--- src/rtl/alu_stream_pkg.sv ---
// alu_stream_pkg: shared types and constants for the ALU result serializer.
//   BEATS        beats per result packet
//   alu_result_t result record for the default bank (WIDTH=4, N_ALU=4)
//   ser_state_t  serializer FSM states
//   is_onehot3   flag-vector sanity check
package alu_stream_pkg;

    localparam int unsigned BEATS     = 8;
    localparam int unsigned BEAT_W    = 3;
    localparam int unsigned DEF_CHUNK = 16;

    typedef struct packed {
        logic [2:0]                   select;
        logic [2:0]                   flags;
        logic                         carry;
        logic [BEATS*DEF_CHUNK-1:0]   data;
    } alu_result_t;

    typedef enum logic {
        IDLE,
        STREAM
    } ser_state_t;

    // {a_greater, a_equal, a_less} must have exactly one bit set.
    function automatic logic is_onehot3(input logic [2:0] f);
        return (f == 3'b001) || (f == 3'b010) || (f == 3'b100);
    endfunction

endpackage

--- src/rtl/alu_result_fifo.sv ---
// alu_result_fifo: DEPTH-entry synchronous FIFO holding whole ALU result records.
// Ports:
//   clk, arst        clock, synchronous active-high reset
//   push, wdata      write strobe (caller guarantees !full) and record
//   pop              read strobe (caller guarantees !empty)
//   full, empty      status from the registered count
//   count            occupancy 0..DEPTH
//   head             record at the read pointer
module alu_result_fifo #(
    parameter int unsigned DW    = 8,
    parameter int unsigned DEPTH = 4
) (
    input  logic                     clk,
    input  logic                     arst,
    input  logic                     push,
    input  logic [DW-1:0]            wdata,
    input  logic                     pop,
    output logic                     full,
    output logic                     empty,
    output logic [$clog2(DEPTH):0]   count,
    output logic [DW-1:0]            head
);

    localparam int unsigned PW = $clog2(DEPTH);
    localparam int unsigned CW = PW + 1;

    logic [DW-1:0] mem [DEPTH];
    logic [PW-1:0] wr_ptr_q, rd_ptr_q;
    logic [CW-1:0] count_q;

    // Storage is not reset; only the head slot is ever observed and only while non-empty.
    always_ff @(posedge clk) begin
        if (push) begin
            mem[wr_ptr_q] <= wdata;
        end
    end

    // Pointers wrap naturally since DEPTH is a power of two.
    always_ff @(posedge clk) begin
        if (arst) begin
            wr_ptr_q <= '0;
            rd_ptr_q <= '0;
            count_q  <= '0;
        end else begin
            if (push) begin
                wr_ptr_q <= wr_ptr_q + 1'b1;
            end
            if (pop) begin
                rd_ptr_q <= rd_ptr_q + 1'b1;
            end
            unique case ({push, pop})
                2'b10:   count_q <= count_q + 1'b1;
                2'b01:   count_q <= count_q - 1'b1;
                default: count_q <= count_q;
            endcase
        end
    end

    assign full  = (count_q == CW'(DEPTH));
    assign empty = (count_q == '0);
    assign count = count_q;
    assign head  = mem[rd_ptr_q];

endmodule

--- src/rtl/alu_result_serializer.sv ---
// alu_result_serializer: queues ALU bank results and streams each one as 8 beats of
// WIDTH*N_ALU bits over a valid/ready link.
// Ports:
//   clk, arst                 clock, synchronous active-high reset
//   in_valid / in_ready       result handshake (in_ready = FIFO not full)
//   in_out, in_carry,
//   in_flags, in_select       result payload
//   out_valid / out_ready     beat handshake
//   out_data, out_beat,
//   out_last, out_side        current beat slice, index, last marker, packet sideband
//   pkt_cnt                   packets fully sent (wraps)
//   flag_err                  sticky: a pushed result had non-one-hot flags
module alu_result_serializer
    import alu_stream_pkg::*;
#(
    parameter int unsigned WIDTH = 4,
    parameter int unsigned N_ALU = 4,
    parameter int unsigned DEPTH = 4
) (
    input  logic                             clk,
    input  logic                             arst,
    input  logic                             in_valid,
    output logic                             in_ready,
    input  logic [BEATS*WIDTH*N_ALU-1:0]     in_out,
    input  logic                             in_carry,
    input  logic [2:0]                       in_flags,
    input  logic [2:0]                       in_select,
    output logic                             out_valid,
    input  logic                             out_ready,
    output logic [WIDTH*N_ALU-1:0]           out_data,
    output logic [2:0]                       out_beat,
    output logic                             out_last,
    output logic [6:0]                       out_side,
    output logic [7:0]                       pkt_cnt,
    output logic                             flag_err
);

    localparam int unsigned CHUNK = WIDTH * N_ALU;
    localparam int unsigned CW    = $clog2(DEPTH) + 1;

    // Same layout as alu_result_t, but sized from this instance's parameters.
    typedef struct packed {
        logic [2:0]             select;
        logic [2:0]             flags;
        logic                   carry;
        logic [BEATS*CHUNK-1:0] data;
    } entry_t;

    entry_t        wr_entry, head;
    logic          full, empty;
    logic [CW-1:0] count;
    logic          push, pop, fire;

    ser_state_t        state_q, state_d;
    logic [BEAT_W-1:0] beat_q, beat_d;
    logic [7:0]        pkt_cnt_q, pkt_cnt_d;
    logic              flag_err_q, flag_err_d;

    assign wr_entry = '{select: in_select, flags: in_flags, carry: in_carry, data: in_out};

    alu_result_fifo #(
        .DW    ($bits(entry_t)),
        .DEPTH (DEPTH)
    ) u_fifo (
        .clk   (clk),
        .arst  (arst),
        .push  (push),
        .wdata (wr_entry),
        .pop   (pop),
        .full  (full),
        .empty (empty),
        .count (count),
        .head  (head)
    );

    // in_ready uses only the registered count: a full FIFO refuses even while popping.
    assign in_ready = !full;
    assign push     = in_valid && in_ready;
    assign fire     = (state_q == STREAM) && out_ready;
    assign pop      = fire && (beat_q == BEAT_W'(BEATS - 1));

    always_comb begin
        state_d    = state_q;
        beat_d     = beat_q;
        pkt_cnt_d  = pkt_cnt_q;
        flag_err_d = flag_err_q;

        if (push && !is_onehot3(in_flags)) begin
            flag_err_d = 1'b1;
        end

        unique case (state_q)
            IDLE: begin
                // Looking at the push directly gives beat 0 the cycle after the push.
                if (!empty || push) begin
                    state_d = STREAM;
                end
            end
            STREAM: begin
                if (fire) begin
                    beat_d = beat_q + 1'b1;  // 7 wraps to 0
                end
                if (pop) begin
                    pkt_cnt_d = pkt_cnt_q + 8'd1;
                    // Something remains after this pop if another entry was queued or one
                    // arrives this very cycle.
                    if (!((count > CW'(1)) || push)) begin
                        state_d = IDLE;
                    end
                end
            end
            default: state_d = IDLE;
        endcase
    end

    always_ff @(posedge clk) begin
        if (arst) begin
            state_q    <= IDLE;
            beat_q     <= '0;
            pkt_cnt_q  <= '0;
            flag_err_q <= 1'b0;
        end else begin
            state_q    <= state_d;
            beat_q     <= beat_d;
            pkt_cnt_q  <= pkt_cnt_d;
            flag_err_q <= flag_err_d;
        end
    end

    // Outputs come from the head entry only, and are zeroed while idle.
    always_comb begin
        out_valid = (state_q == STREAM);
        out_beat  = beat_q;
        out_last  = out_valid && (beat_q == BEAT_W'(BEATS - 1));
        out_data  = '0;
        out_side  = '0;
        if (out_valid) begin
            out_data = head.data[int'(beat_q)*CHUNK +: CHUNK];
            out_side = {head.select, head.flags, head.carry};
        end
    end

    assign pkt_cnt  = pkt_cnt_q;
    assign flag_err = flag_err_q;

endmodule

--- config.mk ---
export PLATFORM = sky130hd
export DESIGN_NAME = alu_result_serializer
export DESIGN_NICKNAME = d
export VERILOG_FILES = /design/src/rtl/alu_stream_pkg.sv /design/src/rtl/alu_result_fifo.sv /design/src/rtl/alu_result_serializer.sv
export SDC_FILE = /design/constraint.sdc
export NUM_CORES = 1
export LEC_CHECK = 0
export ABC_AREA = 0
export CORE_ASPECT_RATIO = 0.6
export CORE_MARGIN = 2
export CORE_UTILIZATION = 32
export DETAILED_ROUTE_END_ITERATION = 8
export PLACE_DENSITY = 0.54
export SLEW_MARGIN = 10
export SYNTH_ARGS = -nofsm -noshare
export SYNTH_HDL_FRONTEND = slang
export SYNTH_HIERARCHICAL = 1
export SYNTH_SLANG_ARGS = --single-unit
--- constraint.sdc ---
create_clock -name clk -period 7.7 [get_ports clk]
set_input_delay 1.155 -clock clk [delete_from_list [all_inputs] [get_ports clk]]
set_output_delay 1.155 -clock clk [all_outputs]
set_load 0.03 [all_outputs]
* Word-level counts from Yosys, hierarchy flattened
Memory sizes are Yosys's and may differ from the RTL's. A register that Yosys moved wholly into a read port is not among the register bits.
Cells that the tools add are included.
** Storage, ports and cells
- Register bits after elaboration :: 20
- Memories kept :: 1
- Memory bits (writable) :: 540
- Word-level logic and storage cells :: 51
- Output and inout port bits :: 38
- Input port bits :: 139
** Cells by class
- Bitwise operators :: 1
- Muxes and demuxes :: 11
- Magnitude comparators :: 1
- Add/sub/neg operators :: 6
- Shift-type cells :: 1
- Reduce and logical (&&, ||, !) cells :: 16
- Equality and inequality tests :: 7
** Memory list
- u_fifo.mem :: words 4, bits a word 135, read ports 1, clocked after Yosys merged registers in 1, wr ports 1, RTL line alu_result_fifo.sv:27 : logic [DW-1:0] mem [DEPTH];
** Operator list (number)
- variable part select 128 x 8 -> 16 bit :: 1
- two-way mux 16 bit :: 1
- equality test 3 bit, second input constant :: 3
- adder 8 x 1 -> 8 bit, second input constant :: 1
- two-way mux 7 bit :: 1
- adder 3 x 1 -> 3 bit, second input constant :: 2
- case mux 3 bit (2 select lines) :: 1
- logical AND 1 bit :: 5
- two-way mux 1 bit :: 5
- adder 2 x 1 -> 2 bit, second input constant :: 2
- logical OR 1 bit :: 4
- two-way mux 2 bit :: 2
- AND reduction 2 bit :: 2
- equality test 3 x 1 -> 1 bit, second input constant :: 1
- equality test 3 x 2 -> 1 bit, second input constant :: 1
- greater-than comparator 3 x 1 -> 1 bit, second input constant :: 1
- zero test 1 bit :: 3
- zero test 3 bit :: 1
- subtractor 3 x 1 -> 3 bit, second input constant :: 1
- equality test 2 x 1 -> 1 bit, second input constant :: 1
- equality test 2 bit, second input constant :: 1
- case mux 1 bit (2 select lines) :: 1
- nonzero test 2 bit :: 1
- NOT 1 bit :: 1

* Depth between registers and ports, before layout
- Depth in word-level cells :: 7
- Mapped depth :: 12
- Depth with buffers taken out :: 12

* Modules after synthesis
The synthesis kept the hierarchy.
** By module, submodules not included
- alu_result_fifo :: seq. area each 16395.7 um2, cells each 752, instances 1, area each 19881.6 um2
- alu_result_serializer :: seq. area each 260.2 um2, cells each 190, instances 1, area each 1794.2 um2

* Least setup slack after synthesis
No wires, ideal clock.
- Kind :: input port to flip-flop
- Start point :: input port in_valid
- End point :: memory u_fifo/mem[0][0] in the netlist's numbering (enable)
- Library setup time :: 0.510 ns
- Path slack :: 2.696 ns
- Buffers on the path :: 0
- Arrival time :: 4.494 ns
- Cell stages on the path :: 3
- Data required time :: 7.190 ns
- Cell sequence :: nand2_1 inv_1 and2_1
** On the way
- Cells in the longest elaborated chain, start to end :: 3
** RTL lines
- from (decl) :: RTL line alu_result_serializer.sv:22 : input logic in_valid,
- logical AND 1 bit :: RTL line alu_result_serializer.sv:78 : assign push = in_valid && in_ready;
- via push :: RTL line alu_result_serializer.sv:52 : logic push, pop, fire;
- two-way mux 1 bit :: RTL line alu_result_fifo.sv:33 : if (push) begin
- two-way mux 1 bit (not written as such) :: RTL line alu_result_fifo.sv:34 : mem[wr_ptr_q] <= wdata;
- to (decl) :: RTL line alu_result_fifo.sv:27
The timed path passes the listed nets, and every way through them passes these cells.

==> reports/results.txt <==
final setup margin -> 2.38 ns
top post-synthesis cells by area -> edfxtp_1 75%, mux4_2 15%, dfxtp_1 2.0%
Tmin final -> 5.32 ns
global route overflow -> 0
CTS H-Tree Depth -> 2
DRT met1 WL -> 23500 um
average wire per standard cell -> 24.4 um
clock slew at reported path FFs -> 0.06 ns
Slew Viols, Final -> 0
# hold bufs at CTS -> 0
Clock Tree Buf Depth -> 3
Routability Congestion -> 0.715
clock power share -> 0.392
internal power -> 5.16 mW
cell area after layout -> 26100 um^2
Max-Cap Viols -> 0
Fin. Hold Viols -> 0
fin nets -> 1285
measured slew at the worst slew-check pin -> 0.941 ns
Switch Pwr -> 1.38 mW
f_max -> 188 MHz
maximum VDD drop -> 132 uV
Critical-path top delay cell -> dfxtp_4
Crit Path Max Fanout -> 84
post-route ant nets -> 0
I/O pin count -> 177
# clock sinks -> 562
TNS Setup -> 0 ns
CP max stage delay -> 0.71 ns
CP delay by family, top -> buffers and inverters
Post-Synthesis Cell Area -> 21700 um^2
synthesized flop and latch total -> 562
Data required, critical path -> 6.55 ns
top_reg_cell synth -> edfxtp_1
Die ar. -> 69900 um^2
met3 routed WL -> 3570 um
Hold Path Class -> flop to flop
total track usage -> 0.146
fraction of layout cells with a size suffix above 1 -> 0.215
DP Wirelength -> 31200 um
worst path bufs/invs -> 3
combinational power share -> 0.066
Clock Latency Late Sink -> 0.60 ns
Port Buffers -> 176
vias in the first global route -> 10432
initial antenna violation count -> 7
LEAKAGE -> 7.98 nW
DP Area -> 24400 um^2
Clock Skew -> 0.0186 ns
total power -> 6.54 mW
Setup crit end kind -> output port
largest area contributor in the netlist -> edfxtp_1
CTS resizes -> 0
Initial Util -> 0.326
Switching Share -> 0.211
area share of the largest cell type after synthesis -> 0.748
initial drt markers -> 880
Syn Nets -> 1090
Die Height -> 206 um
sequential fraction of the synthesis area -> 0.768
row cnt -> 73
Filler cells -> 5914
Netlist cell types -> 39
minimum hold slack -> 0.463 ns
final worst-path cycle share -> 0.691
slew margin rel. -> 0.373
CTS tree -> done
cell count after synthesis -> 942
drt total wl -> 50800 um
crit start category -> flop
outcome -> finished clean
Hold Path Origin -> flag_err
setup violators final -> 0
PwrDens -> 250 nW/um^2
CTS Buf Count -> 53
Place WS -> 2.90 ns
RSZ-0062 raised after global routing -> false
Via Count -> 10093
DR pass1 iterations -> 5
DR top layer -> met5
Post-CTS Setup Bufs -> 0
worst-path cell chain -> buf_12, mux4_2, mux4_1, inv_1, a221oi_1, clkdlybuf4s50_1
die width -> 340 um
reg-to-reg startpoint -> out_beat[2]
metal2 WL -> 22900 um
global-route wire length before repair -> 73900 um
Crit Path Category -> flop to output port
largest net degree at the start of global routing -> 88
async set-or-reset flop fraction in the synthesized netlist -> 0
Reg power frac -> 0.542
number of flops mapped to enable cells by yosys -> 540
Yosys Warn Count -> 6
clock root buffer -> clkbuf_16
CORE AREA -> 66600 um^2
drt drc -> 0
vias per cell -> 4.85
Synth Area per Inst -> 23.0 um^2
synth-to-layout area growth -> 20.5%
Worst EP arrival -> 4.17 ns
-- path summary, 6_finish.rpt --
check	to	slack, ns	depth (start not counted)
worst max register to register	u_fifo/count[2]	4.35	10
worst max-delay path	out_data[7]	2.38	6
worst min-delay path	flag_err	0.46	2
worst min register to register	flag_err	0.46	2
-- layout by cell type, fill, tap and decap left out, drive strengths merged, types with 18 or more instances in the layout --
master / Yosys / layout
clkbuf: 12 / 64
clkdlybuf4s50: 0 / 176
clkinv: 0 / 25
dfxtp: 22 / 22
edfxtp: 540 / 540
inv: 26 / 28
mux2i: 18 / 18
mux4: 151 / 151
o21ai: 21 / 21
-- registers in the layout, summed over array words and instances, names as in the netlist, named ones only --
| signal | flops |
|---|---|
| flag_err | 1 |
| out_beat | 3 |
| out_valid | 1 |
| pkt_cnt | 8 |
| u_fifo/count | 3 |
| u_fifo/mem | 540 |
| u_fifo/rd_ptr_q | 2 |
| u_fifo/wr_ptr_q | 2 |
-- synth_stat cells, types with 2 or more instances --
master,instances
mux2_2,16
clkbuf_1,11
xnor2_1,3
ha_1,8
a21oi_1,10
o21ai_0,20
and2_1,12
o31ai_1,3
or3_1,4
nand2_1,7
nand3_1,3
nand4_1,3
mux4_2,143
dfxtp_1,22
edfxtp_1,540
mux2i_1,18
buf_2,21
buf_6,9
xor2_1,6
nor2_1,13
or4_1,2
inv_1,26
buf_4,5
mux4_1,8
a221oi_1,15
-- power groups by stage --
stage                     logic, mW  registers, mW  clock network [mW]
after floorplan               0.202           3.62                   0
after global placement        0.436           3.61                   0
after detailed placement      0.440           3.61                   0
after CTS                     0.441           3.55                2.65
after global routing          0.464           3.56                2.76
final                         0.430           3.55                2.56
-- worst min-delay path, stage by stage (launching register included) --
cell and delay, ns:
dfxtp_1 0.32, nand2b_1 0.06, o31ai_1 0.05
-- through the flow --
stage | std cells | utilization
2_1_floorplan | 942 | -
3_3_place_gp | 1982 | 0.367
3_5_place_dp | 1982 | 0.367
4_1_cts | 2079 | 0.392
5_1_grt | 2079 | 0.392
6_report | 2081 | 0.392
-- kinds of logic (layout without fill, tap and decap cells) --
logic type,count (synthesis),after routing,share of synthesized area
AO/OA/AOI/OAI,52,52,0.0156
multiplexers,185,185,0.175
other,0,2,0
AND/OR/NAND/NOR,51,51,0.0131
adder cells (fa/ha/maj),9,9,0.00554
XOR/XNOR,9,9,0.00364
flip-flops,562,562,0.768
buffers and inverters,74,311,0.0188
-- final cells by class --
cell class	count	area, um^2	share of cell area
repair buffers	188	1910	0.0733
well taps	900	1130	0.0431
clock inverters	33	279	0.0107
diodes	2	5.00	0.000192
flip-flops and latches	562	16700	0.638
clock buffers	64	1410	0.0540
inverters	26	97.6	0.00374
multi-input cells	306	4620	0.177
-- per-layer routing --
layer,track usage,vias up
met4,0.0332,8
met1,0.214,5385
met3,0.0364,66
met2,0.219,247
li1,-,4387
met5,0,-
Note: power is estimated with default switching activity, not from simulation.
